## src/rtl/uart_axi_pkg.sv

```systemverilog
// Shared constants and CRC-8 helper for the host UART <-> AXI bridge.
// Used by the response framer and by any bench that models its frames.
package uart_axi_pkg;

  localparam int          MAX_DATA_BYTES = 64;
  localparam logic [6:0]  DATA_CNT_MAX   = 7'(MAX_DATA_BYTES);

  localparam logic [7:0]  SOF_H2D        = 8'h5A;
  localparam logic [7:0]  SOF_D2H        = 8'hA5;

  localparam logic [7:0]  STATUS_OK      = 8'h00;
  localparam logic [7:0]  STATUS_BUS_ERR = 8'h01;
  localparam logic [7:0]  STATUS_BAD_LEN = 8'h02;

  localparam int          CMD_READ_BIT   = 7;

  // CRC-8, poly 0x07, MSB-first, no reflection, no final XOR.
  function automatic logic [7:0] crc8_update(input logic [7:0] crc, input logic [7:0] data);
    logic [7:0] c;
    c = crc ^ data;
    for (int i = 0; i < 8; i++) begin
      c = {c[6:0], 1'b0} ^ (c[7] ? 8'h07 : 8'h00);
    end
    return c;
  endfunction

  function automatic logic [6:0] clamp_count(input logic [6:0] n);
    return (n > DATA_CNT_MAX) ? DATA_CNT_MAX : n;
  endfunction

endpackage

```

## src/rtl/uart_response_framer_if.sv

```systemverilog
// Transaction-result request side plus TX FIFO write side of the response framer.
interface uart_response_framer_if;
  import uart_axi_pkg::*;

  logic        resp_start;
  logic [7:0]  resp_status;
  logic [7:0]  resp_cmd;
  logic [31:0] resp_addr;
  logic [7:0]  resp_data [MAX_DATA_BYTES];
  logic [6:0]  resp_data_count;
  logic        tx_fifo_full;
  logic [7:0]  tx_fifo_data;
  logic        tx_fifo_wr_en;
  logic        resp_busy;
  logic        resp_done;

  modport master (
    output resp_start, resp_status, resp_cmd, resp_addr, resp_data, resp_data_count,
    output tx_fifo_full,
    input  tx_fifo_data, tx_fifo_wr_en, resp_busy, resp_done
  );

  modport slave (
    input  resp_start, resp_status, resp_cmd, resp_addr, resp_data, resp_data_count,
    input  tx_fifo_full,
    output tx_fifo_data, tx_fifo_wr_en, resp_busy, resp_done
  );
endinterface

```

## src/rtl/uart_response_framer.sv

```systemverilog
// Serialises one transaction result into a SOF..CRC-8 response frame, one byte
// per cycle into the UART TX FIFO, stalling while the FIFO is full.
module uart_response_framer
  import uart_axi_pkg::*;
(
  input  logic                   clk,
  input  logic                   rst_n,
  uart_response_framer_if.slave  bus
);

  typedef enum logic [3:0] {
    S_IDLE, S_SOF, S_STATUS, S_CMD,
    S_ADDR0, S_ADDR1, S_ADDR2, S_ADDR3,
    S_DATA, S_CRC, S_DONE
  } state_e;

  state_e      r_state, w_next;
  logic [7:0]  r_status, r_cmd, r_crc;
  logic [31:0] r_addr;
  logic [7:0]  r_data [MAX_DATA_BYTES];
  logic [6:0]  r_count, r_idx;

  logic        w_accept, w_ready, w_payload, w_emit, w_covered, w_write;
  logic [7:0]  w_byte;

  assign w_accept  = (r_state == S_IDLE) && bus.resp_start;
  assign w_ready   = !bus.tx_fifo_full;
  assign w_payload = r_cmd[CMD_READ_BIT] && (r_status == STATUS_OK);
  assign w_write   = w_emit && w_ready;

  always_ff @(posedge clk) begin
    // NOTE: sequential state uses <= so every register samples pre-edge values.
    if (!rst_n) r_state <= S_IDLE;
    else        r_state <= w_next;
  end

  always_comb begin
    // NOTE: defaults first; any path that skipped an assignment would infer a latch.
    w_next    = r_state;
    w_emit    = 1'b0;
    w_covered = 1'b0;
    w_byte    = 8'h00;
    case (r_state)
      S_IDLE:   if (bus.resp_start) w_next = S_SOF;
      S_SOF:    begin w_emit = 1'b1; w_byte = SOF_D2H;
                  if (w_ready) w_next = S_STATUS; end
      S_STATUS: begin w_emit = 1'b1; w_covered = 1'b1; w_byte = r_status;
                  if (w_ready) w_next = S_CMD; end
      S_CMD:    begin w_emit = 1'b1; w_covered = 1'b1; w_byte = r_cmd;
                  if (w_ready) w_next = w_payload ? S_ADDR0 : S_CRC; end
      S_ADDR0:  begin w_emit = 1'b1; w_covered = 1'b1; w_byte = r_addr[7:0];
                  if (w_ready) w_next = S_ADDR1; end
      S_ADDR1:  begin w_emit = 1'b1; w_covered = 1'b1; w_byte = r_addr[15:8];
                  if (w_ready) w_next = S_ADDR2; end
      S_ADDR2:  begin w_emit = 1'b1; w_covered = 1'b1; w_byte = r_addr[23:16];
                  if (w_ready) w_next = S_ADDR3; end
      S_ADDR3:  begin w_emit = 1'b1; w_covered = 1'b1; w_byte = r_addr[31:24];
                  if (w_ready) w_next = (r_count == 7'd0) ? S_CRC : S_DATA; end
      S_DATA:   begin w_emit = 1'b1; w_covered = 1'b1; w_byte = r_data[r_idx[5:0]];
                  if (w_ready && (r_idx == r_count - 7'd1)) w_next = S_CRC; end
      S_CRC:    begin w_emit = 1'b1; w_byte = r_crc;
                  if (w_ready) w_next = S_DONE; end
      S_DONE:   w_next = S_IDLE;
      default:  w_next = S_IDLE;
    endcase
  end

  always_ff @(posedge clk) begin
    if (!rst_n) begin
      r_status <= 8'h00;
      r_cmd    <= 8'h00;
      r_addr   <= 32'h0;
      r_count  <= 7'd0;
      r_idx    <= 7'd0;
      r_crc    <= 8'h00;
    end else if (w_accept) begin
      r_status <= bus.resp_status;
      r_cmd    <= bus.resp_cmd;
      r_addr   <= bus.resp_addr;
      r_count  <= clamp_count(bus.resp_data_count);
      r_idx    <= 7'd0;
      r_crc    <= 8'h00;
    end else if (w_write) begin
      if (w_covered)          r_crc <= crc8_update(r_crc, w_byte);
      if (r_state == S_DATA)  r_idx <= r_idx + 7'd1;
    end
  end

  // NOTE: the payload buffer is never read before a frame is accepted, so it has no reset.
  always_ff @(posedge clk) begin
    if (w_accept) begin
      for (int i = 0; i < MAX_DATA_BYTES; i++) r_data[i] <= bus.resp_data[i];
    end
  end

  assign bus.tx_fifo_data  = w_byte;
  assign bus.tx_fifo_wr_en = w_write;
  assign bus.resp_busy     = (r_state != S_IDLE);
  assign bus.resp_done     = (r_state == S_DONE);

endmodule
```

## src/flat_wrapper.sv

```systemverilog
// flat-port wrapper written by rule: the top's interface ports become plain ports
module uart_response_framer_flat import uart_axi_pkg::*;
  (clk, rst_n, bus_resp_start, bus_resp_status, bus_resp_cmd, bus_resp_addr, bus_resp_data, bus_resp_data_count, bus_tx_fifo_full, bus_tx_fifo_data, bus_tx_fifo_wr_en, bus_resp_busy, bus_resp_done);
  uart_response_framer_if bus_i ();
  input  logic clk;
  input  logic rst_n;
  input wire logic [$bits(bus_i.resp_start)-1:0] bus_resp_start;
  input wire logic [$bits(bus_i.resp_status)-1:0] bus_resp_status;
  input wire logic [$bits(bus_i.resp_cmd)-1:0] bus_resp_cmd;
  input wire logic [$bits(bus_i.resp_addr)-1:0] bus_resp_addr;
  input wire logic [$bits(bus_i.resp_data)-1:0] bus_resp_data;
  input wire logic [$bits(bus_i.resp_data_count)-1:0] bus_resp_data_count;
  input wire logic [$bits(bus_i.tx_fifo_full)-1:0] bus_tx_fifo_full;
  output wire logic [$bits(bus_i.tx_fifo_data)-1:0] bus_tx_fifo_data;
  output wire logic [$bits(bus_i.tx_fifo_wr_en)-1:0] bus_tx_fifo_wr_en;
  output wire logic [$bits(bus_i.resp_busy)-1:0] bus_resp_busy;
  output wire logic [$bits(bus_i.resp_done)-1:0] bus_resp_done;
  assign bus_i.resp_start = bus_resp_start;
  assign bus_i.resp_status = bus_resp_status;
  assign bus_i.resp_cmd = bus_resp_cmd;
  assign bus_i.resp_addr = bus_resp_addr;
  assign bus_i.resp_data = {>>{bus_resp_data}};
  assign bus_i.resp_data_count = bus_resp_data_count;
  assign bus_i.tx_fifo_full = bus_tx_fifo_full;
  assign bus_tx_fifo_data = bus_i.tx_fifo_data;
  assign bus_tx_fifo_wr_en = bus_i.tx_fifo_wr_en;
  assign bus_resp_busy = bus_i.resp_busy;
  assign bus_resp_done = bus_i.resp_done;
  uart_response_framer u_core (.clk(clk), .rst_n(rst_n), .bus(bus_i));
endmodule
```

## config.mk

```make
export PLATFORM = sky130hd
export DESIGN_NAME = uart_response_framer_flat
export DESIGN_NICKNAME = d
export VERILOG_FILES = /design/src/rtl/uart_axi_pkg.sv /design/src/rtl/uart_response_framer_if.sv /design/src/rtl/uart_response_framer.sv /design/src/flat_wrapper.sv
export SDC_FILE = /design/constraint.sdc
export NUM_CORES = 1
export LEC_CHECK = 0
export CORE_AREA = 2 2 229 231
export DETAILED_ROUTE_END_ITERATION = 10
export DIE_AREA = 0 0 231 233
export HOLD_SLACK_MARGIN = 0.06
export PLACE_DENSITY_LB_ADDON = 0.08
export SLEW_MARGIN = 30
export SYNTH_ARGS = -nofsm -noshare
export SYNTH_HDL_FRONTEND = slang
export SYNTH_SLANG_ARGS = --single-unit
```

## constraint.sdc

```tcl
create_clock -name clk -period 22.5 [get_ports clk]
set_input_delay 4.5 -clock clk [delete_from_list [all_inputs] [get_ports clk]]
set_output_delay 4.5 -clock clk [all_outputs]
set_load 0.02 [all_outputs]
```

Yosys cells after proc, flatten, opt, wreduce, memory -nomap -nowiden
Memories as Yosys holds them, arrays and structs flattened. A register that Yosys moved wholly into a read port is not among the register bits. Cells that the tools add are included.

Register bits after elaboration: 74. RAM bits: 512. Bits of input ports: 571. Output and inout bits: 11. Word-level logic and storage cells: 86. Memories kept: 1.

Memories: u_core.r_data (words 64, bits a word 8, read ports 1, clocked after Yosys merged registers in 1, wr ports 64, line uart_response_framer.sv:20) `logic [7:0] r_data [MAX_DATA_BYTES];`.

Add/subtract/negate cells: 2. Magnitude comparators: 1. Equality and inequality tests: 21. Mux-type cells: 29. Bitwise logic cells: 10. Reductions and logical operators: 15.

Operators by type and width (count): case mux 8 bit (9 select lines) (1); XOR 8 bit (9); 2-to-1 mux 4 bit (11); case mux 4 bit (10 select lines) (1); 2-to-1 mux 3 bit (8); inequality test 2 bit, second input constant (9); == test 4 x 3 -> 1 bit, second input constant (4); == test 4 bit, second input constant (3); 2-to-1 mux 6 bit (2); AND reduction 10 bit (1); OR reduction 9 bit (1); == test 4 x 2 -> 1 bit, second input constant (2); logical NOT 8 bit (1); adder 7 x 1 -> 7 bit, second input constant (1); == test 7 bit (1); greater-than comparator 7 bit, second input constant (1); logical NOT 7 bit (1); 2-to-1 mux 7 bit (1); OR reduction 7 bit (1); subtractor 7 x 1 -> 7 bit, second input constant (1); 2-to-1 mux 1 bit (5); == test 4 x 1 -> 1 bit, second input constant (1); logical AND 1 bit (4); logical NOT 4 bit (1); 6 further kinds (7).

Depth between registers and ports, before layout
Gate-level depths: netlist of the first run.

Word-level depth: 19. Depth in mapped cells: 15. Mapped depth without buffers: 10.

Worst setup path after synthesis of the first run
OpenSTA, ideal clock, no wires.

Path type: in2reg. From: input bus_resp_start. To: memory u_core.r_data[0][0], enable pin. Library setup time: 1079 ps. Arrival time: 18768 ps. Data required time: 21421 ps. Path slack: 2653 ps. Cell stages on the path: 3. Path buffers: 1. Path through: nand3_1 > inv_1 > clkbuf_1.

RTL lines: start, declared (line flat_wrapper.sv:7) `input wire logic [$bits(bus_i.resp_start)-1:0] bus_resp_start;`; end, declared (line uart_response_framer.sv:20).

Final worst setup path of the first run
From: input bus_tx_fifo_full. To: output bus_tx_fifo_wr_en.

Longest elaborated chain between the ends: 2.

RTL lines: start, declared (line flat_wrapper.sv:13) `input wire logic [$bits(bus_i.tx_fifo_full)-1:0] bus_tx_fifo_full;`; logical NOT 1 bit (line uart_response_framer.sv:27) `assign w_ready = !bus.tx_fifo_full;`; logical AND 1 bit (line uart_response_framer.sv:29) `assign w_write = w_emit && w_ready;`; end, declared (line flat_wrapper.sv:15) `output wire logic [$bits(bus_i.tx_fifo_wr_en)-1:0] bus_tx_fifo_wr_en;`.

Every way passes these cells.

==> reports/metrics.csv, run 1 <==
metric,value,unit
area share of the largest cell type after synthesis,64.2,%
layout cells sized above 1,13.6,%
total routed wirelength,71400,um
Int Pwr,2.11,mW
Top delay family on crit path,buffers and inverters,
Sw Share,22.4,%
via/cell ratio,5.49,
Starting Density,46.9,%
Die Area,53800,um^2
crit path DAT,5900,ps
setup TNS,0,ps
startpoint of the worst hold path,u_core.r_cmd[1],
placed cell count,2576,
final setup fails,0,
CP Capture Type,primary output,
Finished Layout Cells,2723,
ys flop type,edfxtp_1,
Peak VDD IR,0.0628,mV
Area contributors post-synth,"edfxtp_1 (64%), mux4_2 (11%), dfxtp_1 (6.7%), nand2_1 (2.4%), a21boi_0 (1.8%)",
clock latency at the later pin of the worst-skew pair,620,ps
startpoint types,primary input,
crit path time final,10400,ps
Post-CTS Hold Buffers,0,
fin worst setup slack,12100,ps
max-cap viol count,0,
clock sink count,592,
# resized after CTS,0,
critical path type,in -> out,
Clock power frac,37.9,%
Post-Route Utilization,63.8,%
first-pass GRT wire length,101000,um
Post-Syn Area,24000,um^2
number of post-CTS setup repair buffers,0,
CTS buffer count,61,
leading area contributor after synthesis,edfxtp_1,
Buf/Inv on CP,2,
largest net degree at the start of global routing,156,
core area,51100,um^2
layout overhead on the synthesized area,35.9,%
DR DRC count,0,
CP dominant cell by count,clkdlybuf4s50_1,
WL per Instance,26.2,um
CP Max Fanout,8,
sequential area share after synthesis,70.8,%
status,finished clean,
hold depth,2,
CP peak stage delay,590,ps
number of synthesized flops with an enable pin,512,
crit-path cells,clkdlybuf4s50_1 > and3b_1 > clkdlybuf4s50_1,
Syn Nets,1946,
Ports,582,
NetSw,0.611,mW
Worst EP required,18000,ps
Clock H-tree levels,2,
Starting DRT DRC Count,1079,
Reg2Reg Capture Point,u_core.r_crc[2],
"Period Utilization, post-route",46.2,%
FF-to-FF path depth,10,
# rows,83,
Yosys reg bits,592,
max-slew violations,0,
pre-CTS setup slack,12080,ps
Max Root-Sink Buffers,3,
FMAX,96.1,MHz
Max Clock Skew,12.1,ps
Worst slew margin,36.3,%
Die W,231,um
Placer Congestion,0.832,
GR Util All Layers,26.3,%
initial antenna violation count,48,
DP HPWL,51800,um
Mapped Avg Cell Area,17.5,um^2
Die Y,233,um
CTS root buffer,clkbuf_16,
clk slew on worst S/H paths,60,ps
TritonCTS clock tree,done,
ys async rst share,0,%
LEAKAGE,10.8,nW
Fin. Hold Viols,0,
Sequential Power Share,50.5,%
Slew @ Worst Pin,956,ps
vias in the first global route,15700,
GR Overflow Total,0,
Synth cell types,82,
RSZ-0062 raised after global routing,no,
1st-pass router iterations,7,
Pwr per Cell Area,83.6,nW/um^2
Via Count,14900,
worst min path class,reg -> reg,
Total Power,2.72,mW
FF-to-FF setup slack,17810,ps
PortBufs,581,
Post-layout nets,2535,
Syn Inst Count,1372,
Comb power frac,11.6,%
critical path's slowest cell,clkdlybuf4s50_1,
Routed Antenna Nets,0,
Hold Path Sink,u_core.r_cmd[1],
Yosys warnings,0,
-- cell families (layout without fill, tap and decap cells) --
kind of cell / count (synthesis) / in the layout / synth area share, %
flops: 592 / 592 / 70.8
simple gates: 297 / 297 / 5.95
compound gates: 188 / 188 / 5.79
mux: 173 / 173 / 13.9
buf+inv: 91 / 732 / 2.12
xor+xnor: 28 / 28 / 1.24
fa+ha+maj: 3 / 3 / 0.157
other cells: 0 / 30 / 0
-- registers in the layout, indices dropped and copies added, names as in the netlist, named ones only --
register and count:
u_core.r_addr 32, u_core.r_cmd 8, u_core.r_count 7, u_core.r_crc 8, u_core.r_data 512, u_core.r_idx 7
u_core.r_state 4, u_core.r_status 8
-- stage by stage --
stage	hold WS, ps	cell area (um^2)
2_1_floorplan	439	24000
3_5_place_dp	460	30400
3_3_place_gp	451	30400
4_1_cts	470	32400
5_1_grt	487	32600
6_report	468	32600
-- cells in the final DEF, fill, tap and decap left out, types with 10 or more instances in the layout --
cell             netlist  routed
a21oi_1               23      23
o21ai_0               16      16
nand2_1              156     156
a22oi_1               15      15
clkbuf_16              0      64
clkinv_2               0      19
edfxtp_1             512     512
dfxtp_1               80      75
clkdlybuf4s50_1        0     581
xnor2_1               15      15
diode_2                0      30
mux2i_1               42      42
mux4_2               121     121
nand3b_1              10      10
a21boi_0              58      58
nor2_1                30      29
clkinv_1               1      10
nand3_1               22      21
nor2b_1               16      15
buf_4                 12      18
-- power by group through the flow --
| stage | Sequential [mW] | Combinational, mW | Clock (mW) |
|---|---|---|---|
| after floorplan | 1.47 | 0.160 | 0 |
| after global placement | 1.39 | 0.310 | 0 |
| after detailed placement | 1.40 | 0.316 | 0 |
| after CTS | 1.38 | 0.317 | 1.05 |
| after global routing | 1.38 | 0.342 | 1.09 |
| final | 1.37 | 0.317 | 1.03 |
-- synthesized netlist by cell type, types with 5 or more instances --
cell / n
edfxtp_1: 512
nand2_1: 156
mux4_2: 121
dfxtp_1: 80
a21boi_0: 58
mux2i_1: 42
clkbuf_1: 37
nor2_1: 30
a21oi_1: 23
nand3_1: 22
nor2b_1: 16
o21ai_0: 16
a22oi_1: 15
xnor2_1: 15
buf_4: 12
buf_6: 10
inv_1: 10
nand3b_1: 10
buf_2: 9
xor2_1: 9
a32oi_1: 8
buf_1: 8
nor3_1: 8
nand2b_1: 7
nor3b_1: 7
or3_1: 7
a22o_1: 6
o32ai_1: 6
or2_2: 6
mux4_1: 5
nand4_1: 5
o211ai_1: 5
-- final cells by class --
| cell class | instances | area [um^2] |
|---|---|---|
| clock buffer | 75 | 1670 |
| fill | 3705 | 18500 |
| sequential | 592 | 17000 |
| clock inverter | 40 | 389 |
| timing repair buffer | 604 | 6040 |
| inverter | 13 | 63.8 |
| antenna | 30 | 75.1 |
| multi-input combinational | 689 | 6490 |
| tap | 680 | 851 |
-- worst min-delay path, delay by kind of cell (launching register included) --
kind               cells  cell delay (ps)
DFF                    1              310
and+or+nand+nor        1               50
AOI/OAI and AO/OA      1               60
-- metal layers --
layer	routed length [um]	GRT usage, %	vias up
met5	287	0	-
met4	2000	10.5	44
met3	6480	9.11	167
met2	36000	44.1	602
met1	26600	31.0	7442
li1	-	-	6683
-- worst max-delay path by stage --
stage                      from                  end  slack [ps]  cells after the start
2_1_floorplan    bus_resp_start  u_core.r_data[0][0]        2650                      3
3_3_place_gp   bus_tx_fifo_full    bus_tx_fifo_wr_en       12080                      3
3_5_place_dp   bus_tx_fifo_full    bus_tx_fifo_wr_en       12080                      3
4_1_cts        bus_tx_fifo_full    bus_tx_fifo_wr_en       12080                      3
5_1_grt        bus_tx_fifo_full    bus_tx_fifo_wr_en       12030                      3
6_report       bus_tx_fifo_full    bus_tx_fifo_wr_en       12100                      3
Power figures use the tool's default switching activity.
==> run 2: changes to the inputs <==
--- a/config.mk
+++ b/config.mk
@@ -5,9 +5,9 @@
 export SDC_FILE = /design/constraint.sdc
 export NUM_CORES = 1
 export LEC_CHECK = 0
-export CORE_AREA = 2 2 229 231
+export CORE_MARGIN = 1
+export CORE_UTILIZATION = 45
 export DETAILED_ROUTE_END_ITERATION = 10
-export DIE_AREA = 0 0 231 233
 export HOLD_SLACK_MARGIN = 0.06
 export PLACE_DENSITY_LB_ADDON = 0.08
 export SLEW_MARGIN = 30
==> constraint.sdc (replaced) <==
create_clock -name clk -period 8.68 [get_ports clk]
set_input_delay 1.736 -clock clk [delete_from_list [all_inputs] [get_ports clk]]
set_output_delay 1.736 -clock clk [all_outputs]
set_load 0.02 [all_outputs]
==> reports/metrics.csv, run 2 (synthesized netlist as in run 1, its figures left out) <==
metric,value,unit
CTS buffer count,61,
PortBufs,581,
critical path type,reg -> out,
"most common cell after layout, fill and taps aside",clkdlybuf4s50_1,
Starting Density,45.6,%
CP peak stage delay,770,ps
largest net degree at the start of global routing,158,
Die Area,54200,um^2
Slew @ Worst Pin,953,ps
LEAKAGE,10.7,nW
Post-layout nets,2532,
status,finished clean,
initial antenna violation count,32,
Buf/Inv on CP,3,
clk slew on worst S/H paths,60,ps
"commonest non-fill, non-tap cells in the layout","clkdlybuf4s50_1 (581), edfxtp_1 (512), nand2_1 (156)",
final setup fails,0,
layout cells sized above 1,13.1,%
Placer Congestion,0.851,
RSZ-0062 raised after global routing,no,
setup TNS,0,ps
Starting DRT DRC Count,1201,
vias in the first global route,15400,
crit path time final,6180,ps
worst min path class,reg -> reg,
Total Power,7.11,mW
Via Count,14900,
Max Root-Sink Buffers,3,
Ports,582,
startpoint types,flip-flop,
layout overhead on the synthesized area,35.6,%
critical path's slowest cell,dfxtp_4,
CTS root buffer,clkbuf_16,
pre-CTS setup slack,3070,ps
1st-pass router iterations,6,
Clock H-tree levels,2,
clock sink count,592,
total routed wirelength,72200,um
FF-to-FF setup slack,4160,ps
Post-Route Utilization,61.9,%
TritonCTS clock tree,done,
core area,52600,um^2
max-slew violations,0,
max-cap viol count,0,
crit-path cells,buf_4 > mux4_1 > mux4_2 > nor2_1 > a211oi_1 > a211oi_2 > inv_1 > clkdlybuf4s50_1,
Pwr per Cell Area,219,nW/um^2
"Period Utilization, post-route",71.3,%
DR DRC count,0,
Routed Antenna Nets,0,
Die Y,233,um
Peak VDD IR,0.166,mV
crit path DAT,4450,ps
WL per Instance,26.6,um
max reg flops,512,
Post-CTS Hold Buffers,0,
# rows,84,
fin worst setup slack,2500,ps
FMAX,162,MHz
Max Clock Skew,19.7,ps
"Most flops, register",u_core.r_data,
GR Overflow Total,0,
GR Util All Layers,26.6,%
# resized after CTS,0,
Worst EP required,6940,ps
number of post-CTS setup repair buffers,0,
via/cell ratio,5.47,
clock latency at the later pin of the worst-skew pair,630,ps
first-pass GRT wire length,102000,um
Top Registers,"u_core.r_data: 512 flops, u_core.r_addr: 32 flops",
CP Max Fanout,41,
DP HPWL,53000,um
Fin. Hold Viols,0,
CP Capture Type,primary output,
Worst slew margin,36.5,%
Die W,233,um
Top delay family on crit path,buffers and inverters,
run 2: metrics by stage:
step                      cell area, um^2  hold WS (ps)  instances
after floorplan                     24000           439       1372
after global placement              30400           449       2583
after detailed placement            30400           459       2583
after CTS                           32500           467       2699
after global routing                32500           488       2714
final                               32500           466       2716
run 2: metal layers:
metal	up-vias	track usage, %	part of all wire [%]
li1	6669	-	-
met2	609	43.7	49
met5	-	0	0.29
met1	7421	33.2	39
met3	136	7.65	8.3
met4	30	10.5	3.2
run 2: worst register-to-register path: cells and delay by family (launching register included):
kind	cells	cell delay [ps]
compound gates	3	570
buf+inv	1	620
xor+xnor	2	610
flops	1	770
simple gates	2	860
mux	2	1020
run 2: path summary, 6_finish.rpt:
path                                        start                   to  cells after the start
worst max-delay path                    flip-flop  bus_tx_fifo_data[0]                      8
worst min register to register  u_core.r_addr[13]    u_core.r_addr[13]                      2
worst min-delay path            u_core.r_addr[13]    u_core.r_addr[13]                      2
worst max register to register          flip-flop      u_core.r_crc[2]                     10
run 2: power by group:
group	internal [mW]	total [mW]	switching, mW
combinational	0.429	0.839	0.410
clock	1.59	2.70	1.11
sequential	3.47	3.57	0.0950
run 2: area by class of cell:
cell class | count | area, um^2
multi-input combinational | 689 | 6490
sequential | 592 | 17000
timing repair buffer | 601 | 6000
antenna | 17 | 42.5
clock buffer | 71 | 1560
inverter | 13 | 63.8
fill | 3925 | 20000
clock inverter | 45 | 485
tap | 688 | 861
